### src/rtl/alarm_scheduler.sv
// alarm_scheduler: confirm-qualified sensor requests share one buzzer through a round-robin grant.
// Define ALARM_FIXED_PRIO_EN to grant the lowest-index pending channel instead of round-robin.
module alarm_scheduler #(
    parameter int NUM_CH    = 3,
    parameter int CONFIRM   = 7,
    parameter int ALARM_LEN = 31,
    parameter int GAP_LEN   = 4
) (
    input  logic              i_clk,
    input  logic              i_rst,
    input  logic              i_enable,
    input  logic [NUM_CH-1:0] i_sensor_in,
    input  logic              i_clear_all,
    output logic [NUM_CH-1:0] o_buzzer_out,
    output logic              o_busy,
    output logic [NUM_CH-1:0] o_pending,
    output logic [1:0]        o_active_id
);

    localparam logic [1:0] ST_IDLE  = 2'd0;
    localparam logic [1:0] ST_SOUND = 2'd1;
    localparam logic [1:0] ST_GAP   = 2'd2;

    logic [3:0]        r_cnt [NUM_CH];
    logic [NUM_CH-1:0] r_pending;
    logic [NUM_CH-1:0] r_buzzer;
    logic              r_busy;
    logic [1:0]        r_active_id;
    logic [1:0]        r_ptr;
    logic [1:0]        r_state;
    logic [7:0]        r_dur;

    logic [NUM_CH-1:0] w_cfm_set;
    logic [NUM_CH-1:0] w_grant_oh;
    logic [NUM_CH-1:0] w_grant_clr;
    logic [NUM_CH-1:0] w_buzzer_nxt;
    logic [NUM_CH-1:0] w_pending_nxt;
    logic [1:0]        w_grant;
    logic [1:0]        w_state_nxt;
    logic [1:0]        w_active_id_nxt;
    logic [1:0]        w_ptr_nxt;
    logic [7:0]        w_dur_nxt;

`ifdef ALARM_FIXED_PRIO_EN
    function automatic logic [1:0] prio_pick(input logic [NUM_CH-1:0] req);
        logic [1:0] pick;
        pick = 2'd0;
        for (int k = NUM_CH - 1; k >= 0; k--) begin
            if (req[k]) begin
                pick = 2'(k);
            end else begin
                pick = pick;
            end
        end
        return pick;
    endfunction

    function automatic logic [1:0] next_ptr(input logic [1:0] grant);
        return 2'd0;
    endfunction
`else
    // Descending scan so the smallest offset from the pointer wins.
    function automatic logic [1:0] rr_pick(input logic [NUM_CH-1:0] req, input logic [1:0] ptr);
        logic [2:0] idx;
        logic [1:0] pick;
        pick = 2'd0;
        for (int k = NUM_CH - 1; k >= 0; k--) begin
            idx = {1'b0, ptr} + 3'(k);
            if (idx >= 3'(NUM_CH)) begin
                idx = idx - 3'(NUM_CH);
            end else begin
                idx = idx;
            end
            if (req[idx[1:0]]) begin
                pick = idx[1:0];
            end else begin
                pick = pick;
            end
        end
        return pick;
    endfunction

    function automatic logic [1:0] next_ptr(input logic [1:0] grant);
        if (grant == 2'(NUM_CH - 1)) begin
            return 2'd0;
        end else begin
            return grant + 2'd1;
        end
    endfunction
`endif

    // Confirm event fires only on the CONFIRM-1 -> CONFIRM step of each counter.
    always_comb begin
        w_cfm_set = '0;
        for (int i = 0; i < NUM_CH; i++) begin
            w_cfm_set[i] = i_sensor_in[i] && (r_cnt[i] == 4'(CONFIRM - 1));
        end
    end

    // Per-channel consecutive-high counters, saturating so a held sensor fires once.
    always_ff @(posedge i_clk or posedge i_rst) begin
        if (i_rst) begin
            for (int i = 0; i < NUM_CH; i++) begin
                r_cnt[i] <= 4'd0;
            end
        end else begin
            for (int i = 0; i < NUM_CH; i++) begin
                if (!i_sensor_in[i]) begin
                    r_cnt[i] <= 4'd0;
                end else if (r_cnt[i] != 4'(CONFIRM)) begin
                    r_cnt[i] <= r_cnt[i] + 4'd1;
                end
            end
        end
    end

    // Arbitration among the currently pending channels.
    always_comb begin
`ifdef ALARM_FIXED_PRIO_EN
        w_grant = prio_pick(r_pending);
`else
        w_grant = rr_pick(r_pending, r_ptr);
`endif
        w_grant_oh = {{(NUM_CH - 1){1'b0}}, 1'b1} << w_grant;
    end

    // Scheduler next-state: grant, sound for ALARM_LEN, silent gap, or abort on enable low.
    always_comb begin
        w_state_nxt     = r_state;
        w_dur_nxt       = r_dur;
        w_buzzer_nxt    = r_buzzer;
        w_active_id_nxt = r_active_id;
        w_ptr_nxt       = r_ptr;
        w_grant_clr     = '0;
        case (r_state)
            ST_IDLE: begin
                if (i_enable && (r_pending != '0)) begin
                    w_state_nxt     = ST_SOUND;
                    w_dur_nxt       = 8'd1;
                    w_buzzer_nxt    = w_grant_oh;
                    w_active_id_nxt = w_grant;
                    w_ptr_nxt       = next_ptr(w_grant);
                    w_grant_clr     = w_grant_oh;
                end else begin
                    w_buzzer_nxt = '0;
                end
            end
            ST_SOUND: begin
                if (!i_enable) begin
                    w_state_nxt  = ST_IDLE;
                    w_dur_nxt    = 8'd0;
                    w_buzzer_nxt = '0;
                end else if (r_dur == 8'(ALARM_LEN)) begin
                    w_buzzer_nxt = '0;
                    if (GAP_LEN == 0) begin
                        w_state_nxt = ST_IDLE;
                        w_dur_nxt   = 8'd0;
                    end else begin
                        w_state_nxt = ST_GAP;
                        w_dur_nxt   = 8'd1;
                    end
                end else begin
                    w_dur_nxt = r_dur + 8'd1;
                end
            end
            ST_GAP: begin
                w_buzzer_nxt = '0;
                if (!i_enable || (r_dur == 8'(GAP_LEN))) begin
                    w_state_nxt = ST_IDLE;
                    w_dur_nxt   = 8'd0;
                end else begin
                    w_dur_nxt = r_dur + 8'd1;
                end
            end
            default: begin
                w_state_nxt  = ST_IDLE;
                w_dur_nxt    = 8'd0;
                w_buzzer_nxt = '0;
            end
        endcase
    end

    // clear_all beats a same-edge confirm; a confirm beats a same-edge grant clear.
    always_comb begin
        if (i_clear_all) begin
            w_pending_nxt = '0;
        end else begin
            w_pending_nxt = (r_pending & ~w_grant_clr) | w_cfm_set;
        end
    end

    // Scheduler and output registers.
    always_ff @(posedge i_clk or posedge i_rst) begin
        if (i_rst) begin
            r_state     <= ST_IDLE;
            r_dur       <= 8'd0;
            r_buzzer    <= '0;
            r_busy      <= 1'b0;
            r_pending   <= '0;
            r_active_id <= 2'd0;
            r_ptr       <= 2'd0;
        end else begin
            r_state     <= w_state_nxt;
            r_dur       <= w_dur_nxt;
            r_buzzer    <= w_buzzer_nxt;
            r_busy      <= (w_state_nxt != ST_IDLE);
            r_pending   <= w_pending_nxt;
            r_active_id <= w_active_id_nxt;
            r_ptr       <= w_ptr_nxt;
        end
    end

    assign o_buzzer_out = r_buzzer;
    assign o_busy       = r_busy;
    assign o_pending    = r_pending;
    assign o_active_id  = r_active_id;

endmodule

### config.mk
export PLATFORM = sky130hd
export DESIGN_NAME = alarm_scheduler
export DESIGN_NICKNAME = d
export VERILOG_FILES = /design/src/rtl/alarm_scheduler.sv
export SDC_FILE = /design/constraint.sdc
export NUM_CORES = 1
export LEC_CHECK = 0
export BUFFER_PORTS_ARGS = -buffer_cell sky130_fd_sc_hd__buf_4
export CAP_MARGIN = 20
export CORE_MARGIN = 3
export CORE_UTILIZATION = 40
export DETAILED_ROUTE_END_ITERATION = 16
export PLACE_DENSITY = 0.66
export SETUP_SLACK_MARGIN = 0.15
export SLEW_MARGIN = 15
export SYNTH_ARGS = -nofsm -noshare
export SYNTH_HDL_FRONTEND = slang
export SYNTH_SLANG_ARGS = --single-unit
### constraint.sdc
create_clock -name i_clk -period 1.8 [get_ports i_clk]
set_input_delay 0.36 -clock i_clk [delete_from_list [all_inputs] [get_ports i_clk]]
set_output_delay 0.36 -clock i_clk [all_outputs]
set_load 0.02 [all_outputs]
=== Word level (Yosys, flattened, before mapping) ===
Index checks and enable logic that the tools add are counted.

* Register bits after elaboration: 33
* Bits of input ports: 7
* Output and inout port bits: 9
* Word-level logic and storage cells: 91

* Add/sub/neg operators: 10
* $lt $le $gt $ge: 6
* Equal/unequal tests: 16
* Shifts and indexed selects: 1
* Muxes and demuxes: 35
* Bitwise logic cells: 3
* Reduce and logical (&&, ||, !) cells: 10

{| class="wikitable"
|+ Operator list
! cell !! number
|-
| $mux W8 || 4
|-
| $mux W4 || 6
|-
| $pmux W8 S3 || 1
|-
| $mux W2 || 11
|-
| $mux W3 || 5
|-
| $add A4 B1 Y4 const B || 3
|-
| $eq A4 B3 Y1 const B || 3
|-
| $ne A4 B3 Y1 const B || 3
|-
| $lt A2 B3 Y1 const B || 3
|-
| $add A8 B1 Y8 const B || 1
|-
| $eq A8 B3 Y1 const B || 1
|-
| $eq A8 B5 Y1 const B || 1
|-
| $bmux W1 S2 || 3
|-
| $ge A3 B2 Y1 const B || 2
|-
| $ne A2 B1 Y1 const B || 3
|-
| $pmux W2 S3 || 1
|-
| $pmux W3 S2 || 1
|-
| $sub A2 B2 Y2 const B || 3
|-
| $eq A2 B2 Y1 const B || 2
|-
| $logic_and A1 B1 Y1 || 4
|-
| $add A2 B1 Y3 const B || 1
|-
| $add A2 B2 Y3 const B || 1
|-
| $and A3 B3 Y3 || 1
|-
| $mux W1 || 3
|-
| 14 further kinds || 14
|}

=== Longest topological paths before layout ===
* Depth after elaboration: 15
* Depth in mapped cells: 6
* Mapped depth without buffers: 6

=== Least setup slack after synthesis ===
OpenSTA, ideal clock, no wires.

* Kind: reg-to-reg
* Start point: reg r_dur[0]
* End point: reg r_dur[7]
* Library setup time: 104 ps
* Arrival time: 1700 ps
* Data required time: 1696 ps
* Path slack: -4 ps
* Stages on the path, launching flop included: 7
* Path buffers: 1
* Clock period less this slack: 1804 ps
* Cell sequence: dfrtp_1 > ha_1 > and3_4 > buf_6 > a311oi_4 > nor2_2 > o311ai_1

* Cells in the longest elaborated chain, start to end: 4
* Elaborated cells between the ends (all ways): 8
* Those cells by class: add/sub: 1; eq/ne: 2; mux: 4; reduce/logical: 1

{| class="wikitable"
|+ Ends and longest elaborated chain
! element !! line !! source
|-
| start, declared || 31 || <nowiki>logic [7:0] r_dur;</nowiki>
|-
| start signal, assigned || 204 || <nowiki>r_dur <= w_dur_nxt;</nowiki>
|-
| $add A8 B1 Y8 (tied with other cells) || 163, 172 ||
|-
| $mux W8 / $logic_or A1 B1 Y1 (equally long branches) || 153, 168 ||
|-
| $mux W8, on equally long branches || 149, 168 ||
|-
| $pmux W8 S3 (*) || 135 || <nowiki>case (r_state)</nowiki>
|}

Every way passes the cells marked *; elsewhere a longest branch is shown, timed or not.
A chain may end at the register's enable or synchronous reset.

=== Final worst setup path ===
* Start point: reg r_ptr[0]
* End point: reg r_pending[0] (netlist: o_pending[0])

* Cells in the longest elaborated chain, start to end: 15
* Elaborated cells between the ends (all ways): 27
* Those cells by class: add/sub: 5; order compare: 3; shift: 1; mux: 15; bitwise: 3

{| class="wikitable"
|+ Ends and longest elaborated chain
! element !! line !! source
|-
| start, declared || 29 || <nowiki>logic [1:0] r_ptr;</nowiki>
|-
| start signal, assigned || 209 || <nowiki>r_ptr <= w_ptr_nxt;</nowiki>
|-
| $add A2 B2 Y3 || 68 || <nowiki>idx = {1'b0, ptr} + 3'(k);</nowiki>
|-
| $ge A3 B2 Y1 / $sub A2 B2 Y2 (equally long branches) || 69, 70 ||
|-
| $mux W2 || 69 || <nowiki>if (idx >= 3'(NUM_CH)) begin</nowiki>
|-
| $bmux W1 S2 || 74 || <nowiki>if (req[idx[1:0]]) begin</nowiki>
|-
| $mux W1 (implied by the code) || 74 ||
|-
| $mux W2 (2 in series) || 74 ||
|-
| $mux W2 (*) || 74 ||
|-
| $shl A1 B2 Y3 (*) || 124 || <nowiki>w_grant_oh = {{(NUM_CH - 1){1'b0}}, 1'b1} << w_grant;</nowiki>
|-
| $mux W3 (*) || 137 || <nowiki>if (i_enable && (r_pending != '0)) begin</nowiki>
|-
| $mux W3 (*) || 135 ||
|-
| $not A3 Y3 (*) || 188 || <nowiki>w_pending_nxt = (r_pending & ~w_grant_clr) | w_cfm_set;</nowiki>
|-
| $and A3 B3 Y3 (*) || 188 ||
|-
| $or A3 B3 Y3 (*) || 188 ||
|-
| $mux W3 (*) || 185 || <nowiki>if (i_clear_all) begin</nowiki>
|-
| net w_pending_nxt[0] || 37 || <nowiki>logic [NUM_CH-1:0] w_pending_nxt;</nowiki>
|-
| end signal, assigned || 207 || <nowiki>r_pending <= w_pending_nxt;</nowiki>
|-
| end, declared || 25 || <nowiki>logic [NUM_CH-1:0] r_pending;</nowiki>
|}

Mark *: on every way through the listed nets, which the timed path passes. The rest lies on a longest branch. The select of a mux whose other input is x is not followed.

==> flow_summary_export.csv <==
group,metric,value,unit
critical_path,critPathMaxFanout,6,
synth,async_flop_share,1.00,
critical_path,critPathKind,"reg2reg",
synth,synthFlopType,"dfrtp_1",
run_status,status,"finished clean",
cells_and_area,drive_gt1_frac,0.295,
clocking,clock_path_buffers,2,
synth,syn_area,0.00188,mm²
sta,setup_viol,0,
sta,fin_setup_tns,0,ns
critical_path,cp-end-kind,"register",
clocking,clock_latency,0.28,ns
floorplan,rows,24,
critical_path,r2r_cells,7,
global_route,grt.overflow.total,0,
run,drv_cap,0,
clocking,cts_max_level,2,
global_route,antenna_found_initial,0,
sta,fin_skew,0.00447,ns
synth,ys_seq_area_frac,0.440,
synth,yosysTopAreaCell,"dfrtp_1",
critical_path,arrival,1.88,ns
sta,slew_headroom,0.634,
pwr,p_leak,1.13,nW
synth,synth_nets,214,
place,place_congestion,0.803,
min_path,min_path_type,"in2async",
cells_and_area,final_cell_mix,"buf_4 (38), dfrtp_1 (30), nand2_1 (17), o21ai_0 (12), inv_1 (11)",
place,port_buffers,15,
floorplan,die_x,74.5,µm
global_route,grt_pass1_wl,7040,µm
sta,slew_violations,0,
drt,drt_iter0_drc,132,
drt,vias,1597,
critical_path,cp-endpoint,"o_pending[0]",
cells_and_area,areaGrowthSynthToFinish,29.3,%
global_route,grt_max_degree,34,
drt,dr.pass1.iters,4,
floorplan,start_util,0.423,
synth,synth_cell_types,48,
synth,synth_area_leaders,"dfrtp_1 (44%), ha_1 (8.0%), o21ai_0 (4.3%), nor2b_1 (3.7%), nand2_1 (3.4%)",
critical_path,r2r_end,"o_pending[0]",
place,post-dp-hpwl,2750,µm
critical_path,r2r_setup_slack,0.09,ns
sta,post-route-min-period,1.71,ns
floorplan,coreArea,0.00444,mm²
clocking,clk_pin_slew_worst_paths,0.07,ns
clocking,hold_buffers,0,
place,placedCellCount,271,
synth,ys_ff_latch,33,
pwr,ir_drop,0.361,mV
cells_and_area,antenna_cells,0,
drt,wl,4200,µm
pwr,power_density,983,mW/mm²
drt,drc,0,
clocking,cts_tree,"done",
synth,synthCells,195,
synth,synth_edf_count,0,
floorplan,die_height,74.5,µm
cells_and_area,final_common_cell,"buf_4",
floorplan,die_area,0.00555,mm²
critical_path,crit_start,"r_ptr[0]",
cells_and_area,nets,261,
drt,wl_per_cell,14.3,µm
cells_and_area,final_cell_count_no_fill,293,
global_route,grt_pass1_vias,1478,
synth,synth.avg_cell_area,9.63,µm²
critical_path,cp.required,1.97,ns
global_route,globalRouteTotalUtil,0.167,
sta,timing.final.crit_share,0.950,
critical_path,startpoint_type,"register",
pwr,finalPower,2.39,mW
critical_path,r2r-start,"r_ptr[0]",
sta,hold_viol_final,0,
synth,ys_warn_count,0,
drt,ant_nets,0,
sta,max_freq,0.585,GHz
synth,yosysTopAreaCellShare,0.440,
clocking,cts_made_buffers,5,
floorplan,pin_count,16,
sta,rsz0062_at_grt,"true",
clocking,clock_sinks,33,
clocking,cts.root.buffer_cell,"clkbuf_8",
drt,via_per_inst,5.45,
sta,worst_slew_pin_slew,0.544,ns
[synthesized netlist by cell type (all sizes together), types with 2 or more instances]
library cell	count
o22ai	4
nand3	8
and2	4
a211oi	2
nor2b	11
nand2	17
nand2b	3
inv	15
mux2i	2
a21oi	8
o21ai	17
ha	12
o211a	3
nor2	9
buf	2
xnor2	3
dfrtp	33
o211ai	3
a31oi	5
and3	2
o21a	2
nor3	10
[registers in the layout, summed over array words and instances, names as in the netlist]
name	cells
r_ptr	2
o_buzzer_out	3
r_dur	8
o_pending	3
r_state	2
o_busy	1
o_active_id	2
r_cnt	12
[power breakdown]
part,switching [mW],internal [mW]
clock network,0.270,0.254
registers,0.119,0.831
logic,0.400,0.513
total,0.789,1.60
[routing by layer]
layer,global-route usage,part of all wire,vias up
li1,-,-,794
met1,0.241,0.50,755
met2,0.241,0.43,40
met3,0.0446,0.050,8
met4,0.0534,0.013,0
met5,0,0,-
[critical path, stage by stage (launching register included)]
cell	delay (ns)
dfrtp_2	0.44
inv_2	0.10
ha_4	0.21
nor2b_4	0.12
o211ai_1	0.15
o211ai_1	0.12
buf_4	0.17
o31a_1	0.28
[final cells by class]
type / instances / area [µm²]
Tap cell: 52 / 65.1
Clock inverter: 1 / 5.00
Clock buffer: 5 / 68.8
Inverter: 15 / 56.3
Sequential cell: 33 / 830
Multi-Input combinational cell: 145 / 1070
Timing Repair Buffer: 42 / 330
Fill cell: 388 / 2020
[kinds of logic after synthesis]
logic type,Yosys count,share of synthesized area
buffers and inverters,17,0.0386
AND/OR/NAND/NOR,70,0.199
multiplexers,3,0.0167
adder cells (fa/ha/maj),12,0.0799
flip-flops,33,0.440
AO/OA/AOI/OAI,57,0.212
XOR/XNOR,3,0.0140
[worst min-delay path by stage]
stage	start	end	slack, ns	cells past startpoint
global placement	o_buzzer_out[1]	o_buzzer_out[1]	0.47	1
global route	i_rst	r_dur[2]	0.20	3
finish	i_rst	r_cnt[3]	0.16	3
floorplan	i_clear_all	o_pending[1]	0.42	1
detailed placement	o_buzzer_out[1]	o_buzzer_out[1]	0.47	1
CTS	i_rst	r_cnt[3]	0.19	3
[repair_timing]
action	CTS	global route
endpoints found under the setup margin	14	18
pin swaps	11	12
gates resized for setup	9	17
buffers inserted	15	1
[through the flow]
| stage | hold slack, ns | util | setup WS [ns] | area (µm²) |
|---|---|---|---|---|
| after global routing | 0.201 | 0.546 | 0.00622 | 2430 |
| after CTS | 0.187 | 0.532 | 0.0685 | 2360 |
| after global placement | 0.465 | 0.481 | 0.0490 | 2140 |
| after detailed placement | 0.469 | 0.481 | 0.0639 | 2140 |
| after floorplan | 0.423 | - | 0.133 | 1900 |
| final | 0.157 | 0.546 | 0.0907 | 2430 |
(Power assumes the default switching activity.)
